[src/rtl/serial_byte_rx.sv]
// -----------------------------------------------------------------------------
// serial_byte_rx
//
// Serial byte receiver that sits behind the start-bit detector. While the
// detector holds `en` high (DATA_W consecutive cycles per frame) the raw
// serial line is shifted in LSB-first. The cycle after `en` falls is the stop
// cycle: the stop bit is sampled there and a good frame is committed into a
// single-entry holding register that the consumer drains with rx_valid /
// rx_ready. Bad windows raise a one-cycle frame_err pulse. A byte that
// completes while the holding register is still full is dropped and flagged
// on the sticky overrun output.
//
// Build option:
//   FRAME_CHECK_EN  when defined, a stop bit of 0 is a framing error (no
//                   commit) and the err_cnt output counts frame_err pulses.
//                   When undefined, the stop bit is not checked and err_cnt
//                   is not present.
//
// Parameters:
//   DATA_W     data bits per frame (equals the upstream en high-time)
//   CNT_W      width of frame_cnt / err_cnt
//
// Ports:
//   clk        system clock, all state on the rising edge
//   rst        asynchronous active-high reset
//   data       serial line
//   en         bit-window strobe from the start-bit detector
//   rx_ready   consumer accepts rx_data on this edge
//   ovr_clr    single-cycle pulse clearing the sticky overrun flag
//   rx_data    held byte, meaningful while rx_valid = 1
//   rx_valid   holding register full
//   overrun    sticky, a completed byte was dropped
//   frame_err  one-cycle pulse, a frame was discarded
//   frame_cnt  bytes committed to the holding register (wraps)
//   err_cnt    frame_err pulses seen (wraps, FRAME_CHECK_EN builds only)
// -----------------------------------------------------------------------------
module serial_byte_rx #(
    parameter int DATA_W = 8,
    parameter int CNT_W  = 8
) (
    input  logic              clk,
    input  logic              rst,
    input  logic              data,
    input  logic              en,
    input  logic              rx_ready,
    input  logic              ovr_clr,
    output logic [DATA_W-1:0] rx_data,
    output logic              rx_valid,
    output logic              overrun,
    output logic              frame_err,
    output logic [CNT_W-1:0]  frame_cnt
`ifdef FRAME_CHECK_EN
    ,
    output logic [CNT_W-1:0]  err_cnt
`endif
);

    // bit_cnt has to hold the value DATA_W itself, hence the +1
    localparam int BCW = $clog2(DATA_W + 1);

    localparam logic [BCW-1:0]   BIT_FULL = BCW'(DATA_W);
    localparam logic [BCW-1:0]   BIT_ONE  = BCW'(1);
    localparam logic [CNT_W-1:0] CNT_ONE  = CNT_W'(1);

    // ST_ABORT swallows the tail of an over-long window so that a new frame
    // can only begin on a fresh rising edge of en.
    typedef enum logic [1:0] {
        ST_IDLE  = 2'b00,
        ST_SHIFT = 2'b01,
        ST_ABORT = 2'b10
    } state_t;

    state_t              state_r;
    state_t              state_s;
    logic [DATA_W-1:0]   shreg_r;
    logic [BCW-1:0]      bit_cnt_r;
    logic [BCW-1:0]      bit_cnt_s;
    logic [DATA_W-1:0]   rx_data_r;
    logic                rx_valid_r;
    logic                overrun_r;
    logic                frame_err_r;
    logic [CNT_W-1:0]    frame_cnt_r;

    logic                full_s;
    logic                stop_s;
    logic                good_s;
    logic                err_s;
    logic                commit_s;
    logic                drop_s;
    logic                xfer_s;

    assign full_s = (bit_cnt_r == BIT_FULL);

    // State register
    always_ff @(posedge clk or posedge rst) begin
        if (rst) begin
            state_r <= ST_IDLE;
        end else begin
            state_r <= state_s;
        end
    end

    // Next-state decode
    always_comb begin
        state_s = state_r;
        case (state_r)
            ST_IDLE: begin
                if (en) begin
                    state_s = ST_SHIFT;
                end else begin
                    state_s = ST_IDLE;
                end
            end
            ST_SHIFT: begin
                if (en) begin
                    if (full_s) begin
                        state_s = ST_ABORT;
                    end else begin
                        state_s = ST_SHIFT;
                    end
                end else begin
                    // Stop cycle or short window: either way the frame ends
                    state_s = ST_IDLE;
                end
            end
            ST_ABORT: begin
                if (en) begin
                    state_s = ST_ABORT;
                end else begin
                    state_s = ST_IDLE;
                end
            end
            default: begin
                state_s = ST_IDLE;
            end
        endcase
    end

    // Output / control decode: bit counter update, frame verdict, handshake
    always_comb begin
        bit_cnt_s = '0;
        stop_s    = 1'b0;
        err_s     = 1'b0;
        case (state_r)
            ST_IDLE: begin
                if (en) begin
                    bit_cnt_s = BIT_ONE;
                end else begin
                    bit_cnt_s = '0;
                end
            end
            ST_SHIFT: begin
                if (en) begin
                    if (full_s) begin
                        // window longer than DATA_W
                        err_s     = 1'b1;
                        bit_cnt_s = '0;
                    end else begin
                        bit_cnt_s = bit_cnt_r + BIT_ONE;
                    end
                end else begin
                    bit_cnt_s = '0;
                    if (full_s) begin
                        stop_s = 1'b1;
                    end else begin
                        // window shorter than DATA_W
                        err_s = 1'b1;
                    end
                end
            end
            ST_ABORT: begin
                bit_cnt_s = '0;
            end
            default: begin
                bit_cnt_s = '0;
            end
        endcase

`ifdef FRAME_CHECK_EN
        // the line must be idle-high during the stop cycle
        if (stop_s && !data) begin
            good_s = 1'b0;
            err_s  = 1'b1;
        end else begin
            good_s = stop_s;
        end
`else
        good_s = stop_s;
`endif

        // the holding register can take a byte if it is empty or draining now
        xfer_s   = rx_valid_r & rx_ready;
        commit_s = good_s & (~rx_valid_r | rx_ready);
        drop_s   = good_s & rx_valid_r & ~rx_ready;
    end

    // Shift register and bit counter; every en edge shifts, first bit ends at [0]
    always_ff @(posedge clk or posedge rst) begin
        if (rst) begin
            shreg_r   <= '0;
            bit_cnt_r <= '0;
        end else begin
            bit_cnt_r <= bit_cnt_s;
            if (en) begin
                shreg_r <= {data, shreg_r[DATA_W-1:1]};
            end else begin
                shreg_r <= shreg_r;
            end
        end
    end

    // Holding register; rx_data only moves on a commit
    always_ff @(posedge clk or posedge rst) begin
        if (rst) begin
            rx_data_r  <= '0;
            rx_valid_r <= 1'b0;
        end else begin
            if (commit_s) begin
                rx_data_r  <= shreg_r;
                rx_valid_r <= 1'b1;
            end else if (xfer_s) begin
                rx_data_r  <= rx_data_r;
                rx_valid_r <= 1'b0;
            end else begin
                rx_data_r  <= rx_data_r;
                rx_valid_r <= rx_valid_r;
            end
        end
    end

    // Sticky overrun; a drop on the same edge as a clear keeps the flag set
    always_ff @(posedge clk or posedge rst) begin
        if (rst) begin
            overrun_r <= 1'b0;
        end else begin
            if (drop_s) begin
                overrun_r <= 1'b1;
            end else if (ovr_clr) begin
                overrun_r <= 1'b0;
            end else begin
                overrun_r <= overrun_r;
            end
        end
    end

    // Registered one-cycle framing error pulse
    always_ff @(posedge clk or posedge rst) begin
        if (rst) begin
            frame_err_r <= 1'b0;
        end else begin
            frame_err_r <= err_s;
        end
    end

    // Committed-byte counter, wraps naturally
    always_ff @(posedge clk or posedge rst) begin
        if (rst) begin
            frame_cnt_r <= '0;
        end else begin
            if (commit_s) begin
                frame_cnt_r <= frame_cnt_r + CNT_ONE;
            end else begin
                frame_cnt_r <= frame_cnt_r;
            end
        end
    end

`ifdef FRAME_CHECK_EN
    logic [CNT_W-1:0] err_cnt_r;

    // Error counter follows the registered pulse so the two stay in step
    always_ff @(posedge clk or posedge rst) begin
        if (rst) begin
            err_cnt_r <= '0;
        end else begin
            if (frame_err_r) begin
                err_cnt_r <= err_cnt_r + CNT_ONE;
            end else begin
                err_cnt_r <= err_cnt_r;
            end
        end
    end

    assign err_cnt = err_cnt_r;
`endif

    assign rx_data   = rx_data_r;
    assign rx_valid  = rx_valid_r;
    assign overrun   = overrun_r;
    assign frame_err = frame_err_r;
    assign frame_cnt = frame_cnt_r;

endmodule
[config.mk]
export PLATFORM = sky130hd
export DESIGN_NAME = serial_byte_rx
export DESIGN_NICKNAME = d
export VERILOG_FILES = /design/src/rtl/serial_byte_rx.sv
export SDC_FILE = /design/constraint.sdc
export NUM_CORES = 1
export LEC_CHECK = 0
export ABC_AREA = 1
export ABC_CLOCK_PERIOD_IN_PS = 1500
export CAP_MARGIN = 25
export CORE_ASPECT_RATIO = 0.5
export CORE_MARGIN = 5
export CORE_UTILIZATION = 45
export CTS_BUF_LIST = sky130_fd_sc_hd__clkbuf_4
export CTS_CLUSTER_DIAMETER = 40
export DETAILED_ROUTE_END_ITERATION = 16
export PLACE_DENSITY = 0.69
export SLEW_MARGIN = 20
export SYNTH_ARGS = -nofsm -noshare
export SYNTH_HDL_FRONTEND = slang
export SYNTH_SLANG_ARGS = --single-unit
[constraint.sdc]
create_clock -name clk -period 1.5 [get_ports clk]
set_input_delay 0.3 -clock clk [delete_from_list [all_inputs] [get_ports clk]]
set_output_delay 0.3 -clock clk [all_outputs]
set_load 0.02 [all_outputs]
==> impl_metrics.yaml, run 1 <==
logic_synthesis:
  synth_edf_count: 0
  synth_warnings: 0
  synth_top_area_share_pct: 54.14
  syn-num-nets: 184
  yosysUniqueCellTypes: 24
  yosys.area.top_type: "dfrtp_1"
  yosys-top-cells-count: "nand2_1, dfrtp_1, inv_1"
  synthArstFlopShare_pct: 100.0
  synthesis.area_sq_mm: 0.001525
  synth_area_per_cell_sq_um: 8.766
  synth_area_leaders: "dfrtp_1, nand2_1, ha_1, inv_1, nand3_1"
  synth-main-ff-cell: "dfrtp_1"
  seq_area_frac_synth_pct: 54.14
  syn_inst: 174
  synth.most_common_cell: "nand2_1"
  yosys_register_bits: 33
timing:
  fmax_mhz: 675.3
  finalMaxSlewViolations: 0
  worst_pin_slew_ns: 0.3173
  finClkSkew_ns: 0.006858
  rsz0062_at_grt: "true"
  setup_viol: 0
  finalCritPeriodShare_pct: 98.72
  relSlewSlack_pct: 78.80
  tns_ns: 0
  hold_violations: 0
  fin_crit_ns: 1.481
setup_path:
  crit_path_end_kind: "flip-flop"
  slowest_stage: "dfrtp_1"
  cp.required_ns: 1.77
  r2r_start: "bit_cnt_r[1]"
  crit_start: "bit_cnt_r[1]"
  worstSetupPathType: "reg -> reg"
  crit_fanout: 8
  rr_worst_depth: 8
  crit_chain: "inv_1 > ha_2 > nand2_2 > nor2_4 > nand3_4 > nor2_4 > nand2_1 > nand2_1"
  r2r-end: "rx_data[2]"
  start_kind: "flip-flop"
  cpPeakStageDelay_ns: 0.40
  r2r_slack_ns: 0.02
  arrival_ns: 1.76
die:
  die_width_microns: 92.34
  ios: 25
  core_sq_mm: 0.003118
  die_y_microns: 51.17
  num_rows: 14
  die_area_sq_mm: 0.004724
  start_util_pct: 48.92
routing:
  drtIter0Drc: 82
  drc: 0
  avgViaCountPerCell: 4.742
  routed-via-count: 1214
  drt-pass1-iter-count: 4
  routedWlPerCell_microns: 12.33
  ant_nets: 0
  wirelength_mm: 3.156
clocking:
  numCtsBuffers: 5
  clk_path_buf_depth: 2
  insertion_delay_ns: 0.33
  cts-root-buf: "clkbuf_4"
  cts_tree: "built"
  hold_buffers: 0
  htreeDepth: 2
  clkSlewWorstSetupHoldPaths_ns: 0.10
  cts_sinks: 33
global_route:
  grt_pass1_wl_mm: 4.981
  antenna_found_initial: 0
  grt_use_total_pct: 13.58
  overflow: 0
  grt_max_degree: 28
  first_global_vias: 1122
finish:
  utilization_pct: 62.72
  antennaDiodeCount: 0
  drive_gt1_share_pct: 16.20
  finalInstanceArea_sq_mm: 0.001956
  nets: 225
  synthToLayoutAreaGrowth_pct: 28.22
power_and_ir_drop:
  max-vdd-ir-drop_uv: 507.2
  power_density_mw_per_mm2: 828.8
  cellLeakagePower_nw: 1.059
  power_mw: 1.621
status:
  status: "completed"
placement:
  dp_hpwl_mm: 1.910
  gp_congestion: 0.7748
  io_buffer_count: 24
  placed_area_sq_mm: 0.001857
worst_hold_path:
  min_path_type: "in -> async"
run:
  maxCapViolCount: 0
[where the power goes]
| group | switching, mW | leakage (nW) | total [mW] | internal, mW |
|---|---|---|---|---|
| logic | 0.0985 | 0.576 | 0.162 | 0.0634 |
| clock network | 0.303 | 0.0354 | 0.499 | 0.197 |
| registers | 0.0281 | 0.448 | 0.960 | 0.931 |
| total | 0.429 | 1.06 | 1.62 | 1.19 |
[metrics by stage]
stage / setup slack, ns / hold WS, ns / std cells
after global routing: -0.07347 / 0.2197 / 256
final: 0.01919 / 0.1946 / 256
after floorplan: 0.1593 / 0.3990 / 174
after CTS: 0.01882 / 0.1920 / 250
after detailed placement: 0.03840 / 0.4632 / 242
after global placement: 0.06402 / 0.4585 / 242
[flip-flops by register name (all words and copies together), names as in the netlist]
register,cells
rx_data,8
shreg_r,8
frame_err,1
overrun,1
rx_valid,1
frame_cnt,8
bit_cnt_r,4
state_r,2
[timing repair]
action / in CTS / in global routing
setup buffers: 0 / 4
setup endpoints to repair: 19 / 16
resized for setup: 19 / 3
pin swaps: 0 / 6
gates cloned: 0 / 2
[critical path, delay by kind of cell (launching register included)]
kind                     cells  cell delay (ns)
buffers and inverters        1             0.07
adder cells (fa/ha/maj)      1             0.18
AND/OR/NAND/NOR              6             0.77
flip-flops                   1             0.40
[cells by family (layout without fill, tap and decap cells)]
logic type | after synthesis | count (layout) | share of synthesized area [%]
AO/OA/AOI/OAI | 10 | 10 | 3.363
buffers and inverters | 21 | 61 | 6.234
adder cells (fa/ha/maj) | 4 | 4 | 3.282
flip-flops | 33 | 33 | 54.14
XOR/XNOR | 5 | 5 | 2.872
AND/OR/NAND/NOR | 101 | 103 | 30.11
[worst max path at each step]
stage                   end  cells past startpoint  slack, ns
2_1_floorplan  frame_cnt[5]                      8       0.16
3_3_place_gp     rx_data[7]                      6       0.06
3_5_place_dp     rx_data[4]                      6       0.04
4_1_cts          rx_data[6]                      8       0.02
5_1_grt          rx_data[4]                      8      -0.07
6_report         rx_data[2]                      8       0.02
[final cells by class]
class | count | area (sq um)
Tap cell | 40 | 50.05
Clock inverter | 2 | 10.01
Fill cell | 280 | 1162
Timing Repair Buffer | 36 | 319.1
Clock buffer | 6 | 45.04
Inverter | 17 | 63.81
Sequential cell | 33 | 825.8
Multi-Input combinational cell | 122 | 641.9
[routing by layer]
layer  vias up  track usage (%)  routed length (microns)
li1        624                -                        -
met1       558            16.97                     1502
met2        24            21.97                     1419
met3         8            4.399                      155
met4         0            5.911                       78
met5         -                0                        0
[layout by cell type (no fill, tap or decap)]
| master | count |
|---|---|
| a21oi_1 | 1 |
| buf_12 | 1 |
| buf_4 | 11 |
| clkbuf_4 | 6 |
| clkdlybuf4s50_1 | 5 |
| clkinv_2 | 2 |
| dfrtp_1 | 33 |
| dlygate4sd2_1 | 19 |
| ha_1 | 3 |
| ha_2 | 1 |
| inv_1 | 13 |
| inv_2 | 4 |
| nand2_1 | 77 |
| nand2_2 | 2 |
| nand3_1 | 7 |
| nand3_4 | 1 |
| nand3b_1 | 1 |
| nand4_4 | 2 |
| nor2_1 | 8 |
| nor2_2 | 1 |
| nor2_4 | 3 |
| nor2_8 | 1 |
| o21ai_0 | 7 |
| o21ai_1 | 1 |
| o22ai_1 | 1 |
| xnor2_1 | 3 |
| xor2_1 | 2 |
No activity file was read; power rests on OpenSTA's default activity.
==> run 2, diff against run 1 <==
- CTS_BUF_LIST: sky130_fd_sc_hd__clkbuf_4 -> sky130_fd_sc_hd__clkbuf_2 sky130_fd_sc_hd__clkbuf_4 sky130_fd_sc_hd__clkbuf_8
- DONT_BUFFER_PORTS: not set -> 1
- HOLD_SLACK_MARGIN: not set -> 0.08
- PLACE_DENSITY: 0.69 -> not set
==> impl_metrics.yaml, run 2 (synthesis gave the netlist of run 1 again) <==
status:
  status: "completed"
global_route:
  antenna_found_initial: 0
  overflow: 0
  first_global_vias: 1077
  grt_pass1_wl_mm: 4.899
  grt_use_total_pct: 13.65
  grt_max_degree: 17
clocking:
  cts_sinks: 33
  numCtsBuffers: 5
  cts-root-buf: "clkbuf_8"
  clkSlewWorstSetupHoldPaths_ns: 0.06
  clk_path_buf_depth: 2
  htreeDepth: 2
  cts_tree: "built"
  insertion_delay_ns: 0.28
setup_path:
  arrival_ns: 1.67
  crit_path_end_kind: "flip-flop"
  crit_fanout: 8
  cp.required_ns: 1.72
  slowest_stage: "dfrtp_1"
  crit_chain: "inv_2 > ha_4 > nand2_4 > nor2_4 > nand3_4 > nor2_4 > nand2_1 > nand2_1"
  rr_worst_depth: 8
  worstSetupPathType: "reg -> reg"
  cpPeakStageDelay_ns: 0.41
  start_kind: "flip-flop"
finish:
  finalInstanceArea_sq_mm: 0.001748
  mostFrequentLayoutCell: "nand2_1"
  fillerInstances: 279
  synthToLayoutAreaGrowth_pct: 14.60
  final-seq-area_sq_um: 825.8
  antennaDiodeCount: 0
  drive_gt1_share_pct: 16.93
  layout_common_cells: "nand2_1, dfrtp_1, inv_1, buf_4, nor2_1"
  multiInputGateArea_sq_um: 633.1
  nets: 199
timing:
  relSlewSlack_pct: 70.79
  finalCritPeriodShare_pct: 96.62
  rsz0062_at_grt: "true"
  setup_ws_ns: 0.05063
  fin_crit_ns: 1.449
  setup_viol: 0
  fmax_mhz: 690.0
  tns_ns: 0
  hold_violations: 0
  worst_pin_slew_ns: 0.4378
  finClkSkew_ns: 0.007915
  finalMaxSlewViolations: 0
die:
  core_sq_mm: 0.003118
  num_rows: 14
  start_util_pct: 48.92
  die_y_microns: 51.17
  ios: 25
  die_width_microns: 92.34
  die_area_sq_mm: 0.004724
power_and_ir_drop:
  p_seq_share_pct: 54.1
  cellLeakagePower_nw: 0.8915
  p_clk_share_pct: 38.7
  combPwrFrac_pct: 7.2
  max-vdd-ir-drop_uv: 412.3
  power_density_mw_per_mm2: 1021
  switching_share_pct: 23.64
  internal_power_mw: 1.363
  power_switching_mw: 0.4221
placement:
  dp_hpwl_mm: 1.993
  io_buffer_count: 0
  placed_area_sq_mm: 0.001604
  gp_congestion: 0.8182
  post-place-ws_ns: 0.05471
routing:
  drt-pass1-iter-count: 4
  drtIter0Drc: 51
  dr_wl_met2_mm: 1.308
  ant_nets: 0
  top_layer: "met4"
  drc: 0
  routed-wl-met3_microns: 201
  wl_met1_mm: 1.394
  avgViaCountPerCell: 4.891
  routedWlPerCell_microns: 12.88
  routed-via-count: 1120
  wirelength_mm: 2.950
run:
  maxCapViolCount: 0
worst_hold_path:
  min_path_type: "in -> reg"
  hold_depth: 1
[run 2: cell types whose count changed in the layout (fill, tap and decap cells not counted), moves of 5 or more]
cell | previous run | this run
clkdlybuf4s50_1 | 5 | 0
clkbuf_4 | 6 | 1
dlygate4sd2_1 | 19 | 0
clkbuf_8 | 0 | 6
[run 2: area by class of cell]
cell class	instances	area share, %
Sequential cell	33	47.24
Multi-Input combinational cell	121	36.22
Clock buffer	7	5.154
Timing Repair Buffer	11	4.868
Inverter	17	3.651
Tap cell	40	2.863
[run 2: timing repair]
action                     4_1_cts  5_1_grt
hold endpoints to repair         8        0
setup endpoints to repair        0       16
hold buffers                     1        0
resized for setup                0        5
buffers inserted                 0        2
[run 2: stage by stage]
stage               total power [mW]  cells  utilization, %  hold slack, ns
floorplan                      1.066    174               -          0.3990
global placement               1.090    218           51.44          0.1812
detailed placement             1.094    218           51.44          0.1927
CTS                            1.793    226           54.65         0.09987
global route                   1.876    229           56.06         0.09326
finish                         1.785    229           56.06          0.1155
[run 2: worst paths after layout]
path | from | slack (ns) | end
max | bit_cnt_r[0] | 0.05 | rx_data[0]
min | ovr_clr | 0.12 | overrun
max reg2reg | bit_cnt_r[0] | 0.05 | rx_data[0]
min reg2reg | shreg_r[5] | 0.47 | rx_data[5]
max in group asynchronous | rst | 0.54 | rx_data[1]
min in group asynchronous | rst | 0.43 | rx_data[6]
[run 2: power by group through the flow]
stage / logic (mW) / clock network, mW / registers (mW)
finish: 0.129 / 0.690 / 0.966
global route: 0.151 / 0.755 / 0.969
CTS: 0.115 / 0.713 / 0.965
detailed placement: 0.113 / 0 / 0.982
global placement: 0.109 / 0 / 0.981
floorplan: 0.0907 / 0 / 0.975
[run 2: per-layer routing]
| metal | track usage (%) | vias to the layer above |
|---|---|---|
| met5 | 0 | - |
| met3 | 6.745 | 5 |
| met2 | 20.41 | 21 |
| met4 | 7.882 | 0 |
| met1 | 16.16 | 529 |
| li1 | - | 565 |
[run 2: worst max-delay path: cells and delay by family (launching register included)]
kind          cells  cell delay, ns
fa+ha+maj         1            0.14
flops             1            0.41
simple gates      6            0.76
buf+inv           1            0.08
==> patch 1 (flow settings as in run 1) <==
Set the parameter `DATA_W` to 4 (it was 8).
--- a/src/rtl/serial_byte_rx.sv
+++ b/src/rtl/serial_byte_rx.sv
@@ -37,3 +37,3 @@
 module serial_byte_rx #(
-    parameter int DATA_W = 8,
+    parameter int DATA_W = 4,
     parameter int CNT_W  = 8
Interface: changed (resized rx_data); port bits go from 25 to 21. The function was not compared with the original's and may differ.
==> patch 1 against run 1 <==
The flow now finishes with violations (negative setup slack). Sequential share of layout area fell by 5.4 points. Total power fell by 25%. Cell area fell by 17%. Routed wire length fell by 26%. Setup slack got worse by 0.031 ns. Synthesized area fell by 25%. Sequential cell count fell by 9. Worst hold slack improved by 0.12 ns. Largest power group unchanged.
==> patch 1: results (changes against run 1) <==
[power_and_ir_drop]
pg_seq_mw = 0.709  ; -26%
switching_share = 0.271  ; +0.00621
p_leak_nw = 0.867  ; -18%
pwr-share-clk = 0.239  ; -0.069
finalPower_mw = 1.21  ; -25%

[placement]
dp_slack_ns = -0.186  ; -0.224 ns
dpl_cell_area_um2 = 1500  ; -19%
gp_congestion = 0.778  ; +0.35%
dpl.hpwl_um = 1520  ; -20%
dp_cells = 193  ; -20%
numPortBuffers = 20  ; -17%

[drt]
met1Wirelength_um = 1030  ; -31%
wl_met3_um = 84  ; -46%
wl_per_cell_um = 11.4  ; -7.8%
wl_met2_um = 1190  ; -16%

[clock_tree]
cts.htree.levels = 1  ; -1
path_clk_slew_ns = 0.13  ; +0.03 ns
cts_made_buffers = 3  ; -2
postCtsSetupBuffers = 5  ; +5
clock_latency_ns = 0.31  ; -0.02 ns
cts_resized = 26  ; +7

[synth]
synth_compound_area_frac = 0.0806  ; +0.0470
syn_inst = 128  ; -26%
synthXorXnorAreaFrac = 0.0305  ; +0.00179
synth-adder-area-share = 0.0654  ; +0.0325
ys_types = 19  ; -21%
syn_nets = 140  ; -24%
ys_top_cells_by_count = nand2_1 (40), dfrtp_1 (24), inv_1 (19)
yosysSeqAreaShare = 0.523  ; -0.0186

[critical_path]
rr_startpoint = bit_cnt_r[0]
reg2reg_to = frame_cnt[5]
reg2regPathDepth = 11  ; +3
path_max_fanout = 10  ; +2

[finish]
final_cell_count_no_fill = 204  ; -20%
drive_gt1_frac = 0.266  ; +0.104
nets = 182  ; -19%

[sta]
finalSetupViolCount = 4  ; +4
final.setup.tns_ns = -0.0273  ; -0.0273 ns
clock_skew_ns = 0.00354  ; -0.00331 ns
layout_setup_ws_ns = -0.0116  ; -0.0308 ns
relSlewSlack = 0.765  ; -0.0230

[grt]
grt_use_met2 = 0.251  ; +0.0311
grt_pass1_wl_um = 3840  ; -23%
use_met1 = 0.168  ; -0.00205
grt_pass1_vias = 842  ; -25%
met3_usage = 0.0474  ; +0.00344
grtUsageTotal = 0.143  ; +0.00765

[run_status]
outcome = finished, violations left
violations = negative setup slack

[patch 1: final cells by class]
type | instances | area (um2) | area share
clock buffers | 3 | 22.5 | 0.0138
clock inverters | 1 | 3.75 | 0.00230
inverters | 20 | 85.1 | 0.0522
multi-input cells | 81 | 522 | 0.320
flip-flops and latches | 24 | 601 | 0.368
well taps | 35 | 43.8 | 0.0269
repair buffers | 39 | 344 | 0.211
repair inverters | 1 | 8.76 | 0.00537
[patch 1: how the worst min path moves through the flow]
stage                from            to  slack [ns]  cells past startpoint
3_3_place_gp   rx_data[3]    rx_data[3]        0.47                      2
2_1_floorplan         rst  bit_cnt_r[0]        0.31                      1
6_report              rst  frame_cnt[6]        0.32                      3
5_1_grt               rst  frame_cnt[6]        0.35                      3
3_5_place_dp   rx_data[3]    rx_data[3]        0.47                      2
4_1_cts               rst  frame_cnt[5]        0.32                      3
==> patch 2 (flow settings as in run 1) <==
Without the edit above. Encoding of `state_t`: now one-hot (3 bits for 3 states).
--- a/src/rtl/serial_byte_rx.sv
+++ b/src/rtl/serial_byte_rx.sv
@@ -66,6 +66,6 @@
     // can only begin on a fresh rising edge of en.
-    typedef enum logic [1:0] {
-        ST_IDLE  = 2'b00,
-        ST_SHIFT = 2'b01,
-        ST_ABORT = 2'b10
+    typedef enum logic [2:0] {
+        ST_IDLE  = 3'b001,
+        ST_SHIFT = 3'b010,
+        ST_ABORT = 3'b100
     } state_t;
Check against the original RTL: same outputs for any inputs over 10 cycles, from zero or initial values and one cycle with rst high; not proved beyond that.
==> patch 2 against run 1 <==
Sequential cell count increased by 1. Via count up 7.2%. Cell area increased by 6.0%. Sequential power up 4%. Total power up 2.5%. Routed wire length rose by 8.1%. Setup slack improved by 0.0031 ns. Combinational power decreased by 7%. Synthesized cell count increased by 3.4%. Synthesized area is 2.5% higher. Critical endpoint is now rx_data[6]. Largest power group unchanged.
==> patch 2: results (changes against run 1) <==
[finish]
seq_share = 0.411  ; -0.0113
inv_count = 18  ; +1
clock_area_frac = 0.0253  ; -0.00280
comb.multi_input.count = 125  ; +2.5%
multi_input_area_um2 = 661  ; +2.9%
drive_gt1_frac = 0.176  ; +0.0136
bufAreaShareNonClock = 0.182  ; +0.0185

[critical_path]
path_max_fanout = 6  ; -2
reg2regPathDepth = 10  ; +2
endpoint = rx_data[6]

[drt]
wl_met3_um = 156  ; +0.65%
drt-total-wl_um = 3410  ; +8.1%

[grt]
grt_pass1_vias = 1259  ; +12%
use_met1 = 0.173  ; +0.00291
grt_pass1_wl_um = 5440  ; +9.2%
grt_use_met2 = 0.254  ; +0.0347
grtUsageTotal = 0.149  ; +0.0128

[synth]
ys_top_cells_by_count = nand2_1 (68), dfrtp_1 (33), inv_1 (17), nand3_1 (17), nor2_1 (9)
syn_nets = 190  ; +3.3%
synthTopCellsByArea = dfrtp_1 (53%), nand2_1 (16%), nand3_1 (5.4%)
ys_ff_latch = 34  ; +3.0%

[run_status]
outcome = finished, final reports clean

[sta]
clock_skew_ns = 0.00926  ; +0.00240 ns
timing.hold.ws_ns = 0.227  ; +0.0328 ns
worstMarginPinSlew_ns = 0.541  ; +0.223 ns

[power_and_ir_drop]
vdd_drop_max_mv = 0.542  ; +6.9%
pwr-share-seq = 0.602  ; +0.010
p_leak_nw = 1.11  ; +5.1%

[placement]
dp_cells = 262  ; +8.3%
dpl.hpwl_um = 2350  ; +23%

==> patch 2: metrics by stage <==
step	setup WS [ns]	setup TNS [ns]	area (um2)
5_1_grt	-0.0707	-0.730	2070
2_1_floorplan	0.162	0	1560
4_1_cts	0.0346	0	1980
3_5_place_dp	-0.0969	-1.09	1950
6_report	0.0223	0	2070
3_3_place_gp	-0.0674	-0.973	1950
==> patch 2: what timing repair did <==
| item | in CTS | in global routing |
|---|---|---|
| pin swaps | 0 | 2 |
| gates resized for setup | 19 | 9 |
| setup endpoints to repair | 19 | 16 |
| gates cloned | 0 | 2 |
| setup buffers | 0 | 2 |
==> patch 2: cell families (layout without fill, tap and decap cells) <==
family | Yosys count | after routing | synth area share
AO/OA/AOI/OAI | 10 | 10 | 0.0328
XOR/XNOR | 5 | 5 | 0.0280
flip-flops | 34 | 34 | 0.545
AND/OR/NAND/NOR | 105 | 106 | 0.301
buffers and inverters | 22 | 63 | 0.0616
adder cells (fa/ha/maj) | 4 | 4 | 0.0320
